File: src/rtl/nes_ppu_pkg.sv
// rtl/nes_ppu_pkg.sv - shared types and default widths for the PPU VRAM path
package nes_ppu_pkg;

    // Which requester receives the VRAM read data returning next cycle
    typedef enum logic [1:0] {
        OWN_NONE = 2'd0,
        OWN_PPU  = 2'd1,
        OWN_CPU  = 2'd2
    } rd_owner_e;

    localparam int VRAM_ADDR_W = 12;
    localparam int VRAM_DATA_W = 8;

endpackage

File: src/rtl/vram_arbiter.sv
// rtl/vram_arbiter.sv - PPU/CPU arbiter for the single-port nametable VRAM
module vram_arbiter
    import nes_ppu_pkg::*;
#(
    parameter int ADDR_W       = VRAM_ADDR_W,
    parameter int DATA_W       = VRAM_DATA_W,
    parameter int STARVE_LIMIT = 8
) (
    input  logic              clk,
    input  logic              reset,
    input  logic              ppu_req,
    input  logic [ADDR_W-1:0] ppu_addr,
    output logic              ppu_gnt,
    output logic              ppu_rvalid,
    output logic [DATA_W-1:0] ppu_rdata,
    input  logic              cpu_req,
    input  logic              cpu_we,
    input  logic [ADDR_W-1:0] cpu_addr,
    input  logic [DATA_W-1:0] cpu_wdata,
    output logic              cpu_busy,
    output logic              cpu_done,
    output logic [DATA_W-1:0] cpu_rdata,
    output logic              cpu_overrun,
    output logic [ADDR_W-1:0] vram_addr,
    output logic [DATA_W-1:0] vram_wdata,
    output logic              vram_wren,
    output logic              vram_rden,
    input  logic [DATA_W-1:0] vram_rdata
);

    // The wait counter only ever needs to reach STARVE_LIMIT (at most 255)
    localparam logic [7:0] LIMIT = 8'(STARVE_LIMIT);

    // CPU holding register
    logic              valid_q, valid_d;
    logic              we_q, we_d;
    logic [ADDR_W-1:0] addr_q, addr_d;
    logic [DATA_W-1:0] wdata_q, wdata_d;

    logic [7:0]        wait_cnt_q, wait_cnt_d;
    rd_owner_e         rd_owner_q, rd_owner_d;

    logic              done_q, done_d;
    logic              overrun_q, overrun_d;
    logic [DATA_W-1:0] cpu_rdata_q, cpu_rdata_d;
    logic [ADDR_W-1:0] vram_addr_q, vram_addr_d;
    logic [DATA_W-1:0] vram_wdata_q, vram_wdata_d;

    logic              cpu_win;
    logic              cpu_rd_issue;
    logic              cpu_wr_issue;

    // Grant: the PPU wins unless the held CPU access has waited its full budget
    always_comb begin
        cpu_win      = valid_q & (~ppu_req | (wait_cnt_q == LIMIT));
        ppu_gnt      = ppu_req & ~cpu_win;
        cpu_rd_issue = cpu_win & ~we_q;
        cpu_wr_issue = cpu_win & we_q;
    end

    // Next-state for holding register, starvation counter, read owner and CPU status
    always_comb begin
        valid_d      = valid_q;
        we_d         = we_q;
        addr_d       = addr_q;
        wdata_d      = wdata_q;
        wait_cnt_d   = wait_cnt_q;
        rd_owner_d   = OWN_NONE;
        done_d       = 1'b0;
        overrun_d    = 1'b0;
        cpu_rdata_d  = cpu_rdata_q;
        vram_addr_d  = vram_addr_q;
        vram_wdata_d = vram_wdata_q;

        // A request only lands in an empty register; the grant cycle still counts as busy
        if (cpu_win) begin
            valid_d = 1'b0;
        end
        if (cpu_req && !valid_q) begin
            valid_d = 1'b1;
            we_d    = cpu_we;
            addr_d  = cpu_addr;
            wdata_d = cpu_wdata;
        end
        overrun_d = cpu_req & valid_q;

        if (!valid_q || cpu_win) begin
            wait_cnt_d = 8'd0;
        end else if (wait_cnt_q != LIMIT) begin
            wait_cnt_d = wait_cnt_q + 8'd1;
        end

        if (ppu_gnt) begin
            rd_owner_d  = OWN_PPU;
            vram_addr_d = ppu_addr;
        end else if (cpu_win) begin
            rd_owner_d  = cpu_rd_issue ? OWN_CPU : OWN_NONE;
            vram_addr_d = addr_q;
        end

        if (cpu_wr_issue) begin
            vram_wdata_d = wdata_q;
        end

        // Writes complete the cycle after issue, reads the cycle after data returns
        if (rd_owner_q == OWN_CPU) begin
            cpu_rdata_d = vram_rdata;
        end
        done_d = cpu_wr_issue | (rd_owner_q == OWN_CPU);
    end

    // State registers; reset discards any read still in flight
    always_ff @(posedge clk or posedge reset) begin
        if (reset) begin
            valid_q      <= 1'b0;
            we_q         <= 1'b0;
            addr_q       <= '0;
            wdata_q      <= '0;
            wait_cnt_q   <= 8'd0;
            rd_owner_q   <= OWN_NONE;
            done_q       <= 1'b0;
            overrun_q    <= 1'b0;
            cpu_rdata_q  <= '0;
            vram_addr_q  <= '0;
            vram_wdata_q <= '0;
        end else begin
            valid_q      <= valid_d;
            we_q         <= we_d;
            addr_q       <= addr_d;
            wdata_q      <= wdata_d;
            wait_cnt_q   <= wait_cnt_d;
            rd_owner_q   <= rd_owner_d;
            done_q       <= done_d;
            overrun_q    <= overrun_d;
            cpu_rdata_q  <= cpu_rdata_d;
            vram_addr_q  <= vram_addr_d;
            vram_wdata_q <= vram_wdata_d;
        end
    end

    // Output decode; address/data are live in the issue cycle and held otherwise
    always_comb begin
        vram_addr   = vram_addr_d;
        vram_wdata  = vram_wdata_d;
        vram_rden   = ppu_gnt | cpu_rd_issue;
        vram_wren   = cpu_wr_issue;
        ppu_rvalid  = (rd_owner_q == OWN_PPU);
        ppu_rdata   = ppu_rvalid ? vram_rdata : '0;
        cpu_busy    = valid_q;
        cpu_done    = done_q;
        cpu_rdata   = cpu_rdata_q;
        cpu_overrun = overrun_q;
    end

endmodule

File: config.mk
export PLATFORM = sky130hd
export DESIGN_NAME = vram_arbiter
export DESIGN_NICKNAME = d
export VERILOG_FILES = /design/src/rtl/nes_ppu_pkg.sv /design/src/rtl/vram_arbiter.sv
export SDC_FILE = /design/constraint.sdc
export NUM_CORES = 1
export LEC_CHECK = 0
export CAP_MARGIN = 0
export CORE_ASPECT_RATIO = 1.2
export CORE_MARGIN = 10
export CORE_UTILIZATION = 41
export DETAILED_ROUTE_END_ITERATION = 16
export GPL_TIMING_DRIVEN = 0
export MAX_ROUTING_LAYER = met4
export PLACE_DENSITY = 0.76
export SLEW_MARGIN = 10
export SYNTH_ARGS = -nofsm -noshare
export SYNTH_HDL_FRONTEND = slang
export SYNTH_SLANG_ARGS = --single-unit
File: constraint.sdc
create_clock -name clk -period 1.9 [get_ports clk]
set_input_delay 0.285 -clock clk [delete_from_list [all_inputs] [get_ports clk]]
set_output_delay 0.285 -clock clk [all_outputs]
set_load 0.005 [all_outputs]
==> flow_metrics.py <==
metrics = {
    "clock_network": {
        "clk-insertion-delay-late_ns": 0.34,
        "clock_sink_count": 62,
        "clockRootBuffer": "clkbuf_8",
        "ctsLongestPathBuffers": 2,
        "cts.htree.levels": 3,
        "clk_pin_slew_worst_paths_ns": 0.06,
        "numCtsBuffers": 9,
        "cts_hold_buffers": 0,
        "cts_tree": "built",
    },
    "cells_and_area": {
        "layout_common_cells": "dfrtp_1, clkdlybuf4s50_1, buf_4",
        "final_nets": 390,
        "diodes": 0,
        "stdcell_count": 430,
        "postLayoutCoreUtil_pct": 69.2,
        "final_common_cell": "dfrtp_1",
        "postLayoutCellArea_um2": 4190,
        "drive_above_1_share_pct": 37.9,
        "area_growth_pct": 63.5,
    },
    "synthesis": {
        "ys_warn_count": 0,
        "ys_seq_area_share_pct": 60.6,
        "synth_seq_cells": 62,
        "synth_async_sr_flop_share_pct": 100,
        "syn_inst": 201,
        "yosys.area.top_type": "dfrtp_1",
        "yosysUniqueCellTypes": 24,
        "synthesis.area_um2": 2560,
        "postSynthAreaPerCell_um2": 12.7,
        "synth-edff-count": 0,
        "syn-num-nets": 248,
        "synth_top_area_share_pct": 60.6,
        "synth_flop_cell": "dfrtp_1",
        "synth_area_leaders": "dfrtp_1, mux2_2, a22oi_1",
    },
    "timing": {
        "fin_crit_ns": 2.62,
        "fin_hold_ws_ns": 0.448,
        "setup_slack_ns": -0.723,
        "rsz0062_at_grt": "yes",
        "drv_slew": 0,
        "fin_skew_ns": 0.00906,
        "fin_crit_sh_pct": 138,
        "setup_viol": 49,
        "maxSlewHeadroom_pct": 49.3,
        "hold_viol_final": 0,
        "clock.fmax_ghz": 0.381,
        "worst_pin_slew_ns": 0.760,
    },
    "status": {
        "violations": "setup timing",
        "status": "finished, violations left",
    },
    "drt": {
        "drt_wl_total_mm": 7.03,
        "drtAntennaViolNets": 0,
        "first_pass_iters": 4,
        "wl_per_cell_um": 16.3,
        "routed_via_density": 4.74,
        "drc": 0,
        "drt_first_iter_violations": 115,
        "via_count": 2039,
    },
    "setup_path": {
        "r2r_start": "wait_cnt_q[0]",
        "slowest_delay_ns": 0.49,
        "timing.rr.end": "vram_addr_q[10]",
        "slowest_stage": "or4b_4",
        "reg2reg_depth": 14,
        "endpoint_kind": "output pin",
        "critPathKind": "reg -> out",
        "start_kind": "flip-flop",
        "worstPathArrival_ns": 2.34,
        "crit_chain": "inv_1 > ha_1 > or4b_4 > o22ai_4 > buf_12 > nand2_8 > buf_8 > mux2_4 > buf_6",
        "cp.required_ns": 1.62,
        "worstPathMaxFanout": 5,
        "r2r_setup_slack_ns": -0.65,
    },
    "place": {
        "gp_congestion": 0.739,
        "dpl.cell_count": 370,
        "numPortBuffers": 87,
        "placed_area_um2": 3550,
        "pre_cts_ws_ns": -0.800,
        "hpwlAfterDp_mm": 4.67,
    },
    "die": {
        "num_rows": 31,
        "pin_count": 88,
        "die_h_um": 107,
        "core_um2": 6050,
        "initial_core_util_pct": 42.3,
        "die_area_um2": 9820,
        "die_w_um": 92.2,
    },
    "global_routing": {
        "grt_max_degree": 63,
        "grt-ovfl-total": 0,
        "grt_pass1_vias": 2315,
        "antenna_found_initial": 0,
        "grt_pass1_wl_mm": 11.4,
        "grt_use_total_pct": 14.9,
    },
    "power_and_ir_drop": {
        "p_leak_nw": 1.95,
        "p_int_w": 0.00353,
        "p_comb_share_pct": 30.5,
        "powerDensity_nw_per_um2": 1110,
        "power_switching_share_pct": 23.9,
        "power_switching_w": 0.00111,
        "p_clk_share_pct": 31.1,
        "p_seq_share_pct": 38.4,
        "ir_drop_uv": 768,
    },
    "hold_path": {
        "min_path_type": "in -> async",
    },
    "run": {
        "maxCapViolCount": 0,
    },
}
power by group through the flow:
stage	logic, W	registers (W)	clock network (W)
after floorplan	0.000475	0.00177	0
after detailed placement	0.00115	0.00179	0
after global routing	0.00154	0.00182	0.00152
final	0.00141	0.00178	0.00144
after global placement	0.00113	0.00177	0
after CTS	0.00133	0.00178	0.00146
registers in the layout, summed over array words and instances, names as in the netlist:
register / cells
vram_addr_q: 12
we_q: 1
cpu_done: 1
wdata_q: 8
rd_owner_q: 2
cpu_busy: 1
wait_cnt_q: 8
vram_wdata_q: 8
cpu_rdata: 8
addr_q: 12
cpu_overrun: 1
synthesized netlist by cell type, types with 2 or more instances:
cell,count
nand2b_1,2
and2_1,10
o21ai_0,13
nor2_1,9
mux2_2,36
inv_1,12
xor2_1,5
dfrtp_1,62
and3_1,2
ha_1,2
clkbuf_1,7
a22oi_1,12
buf_2,2
nor2b_1,3
nand2_1,11
nand3_1,5
how the worst max path moves through the flow:
stage,start,end,cells past startpoint
detailed placement,wait_cnt_q[0],vram_addr[9],8
global placement,reset,cpu_overrun,2
finish,wait_cnt_q[0],vram_wdata[2],9
floorplan,wait_cnt_q[0],vram_wdata[0],6
CTS,wait_cnt_q[0],vram_wdata[2],9
global route,wait_cnt_q[0],vram_addr[5],9
final cells by class:
class                           instances  area [µm²]
Multi-Input combinational cell        118         982
Fill cell                             480        1860
Tap cell                               82         103
Timing Repair Buffer                  131        1190
Sequential cell                        62        1550
Clock buffer                           13         159
Inverter                               12        47.5
Clock inverter                          3        90.1
Buffer                                  9        61.3
stage by stage:
stage | power (W) | setup TNS [ns]
5_1_grt | 0.00488 | -24.57
6_report | 0.00463 | -20.29
3_3_place_gp | 0.00291 | -84.69
3_5_place_dp | 0.00294 | -22.61
2_1_floorplan | 0.00224 | -0.750
4_1_cts | 0.00457 | -19.30
metal layers:
layer  global-route usage, %  share of wire [%]  up-vias
li1                        -                  -      971
met1                    15.8                 41      995
met2                    25.6                 52       63
met3                    5.23                5.6       10
met4                    4.86                1.3        0
met5                       -                  0        -
worst max-delay path: cells and delay by family, from the launching register on:
family | cells | cell delay [ns]
buf+inv | 4 | 0.47
fa+ha+maj | 1 | 0.13
compound gates | 1 | 0.15
flops | 1 | 0.38
simple gates | 2 | 0.56
mux | 1 | 0.31
what timing repair did:
action                     CTS  global route
cloned                       1             0
setup buffers               30            13
gates resized for setup    125            10
setup endpoints to repair   70            58
pin swaps                    2             1
cells by family (layout without fill, tap and decap cells):
group	after synthesis	after routing	synth area share [%]
AO/OA/AOI/OAI	28	28	7.67
XOR/XNOR	6	6	2.05
adder cells (fa/ha/maj)	2	2	0.977
buffers and inverters	21	168	3.18
flip-flops	62	62	60.6
multiplexers	36	36	15.8
AND/OR/NAND/NOR	46	46	9.72
(Power assumes the default switching activity.)
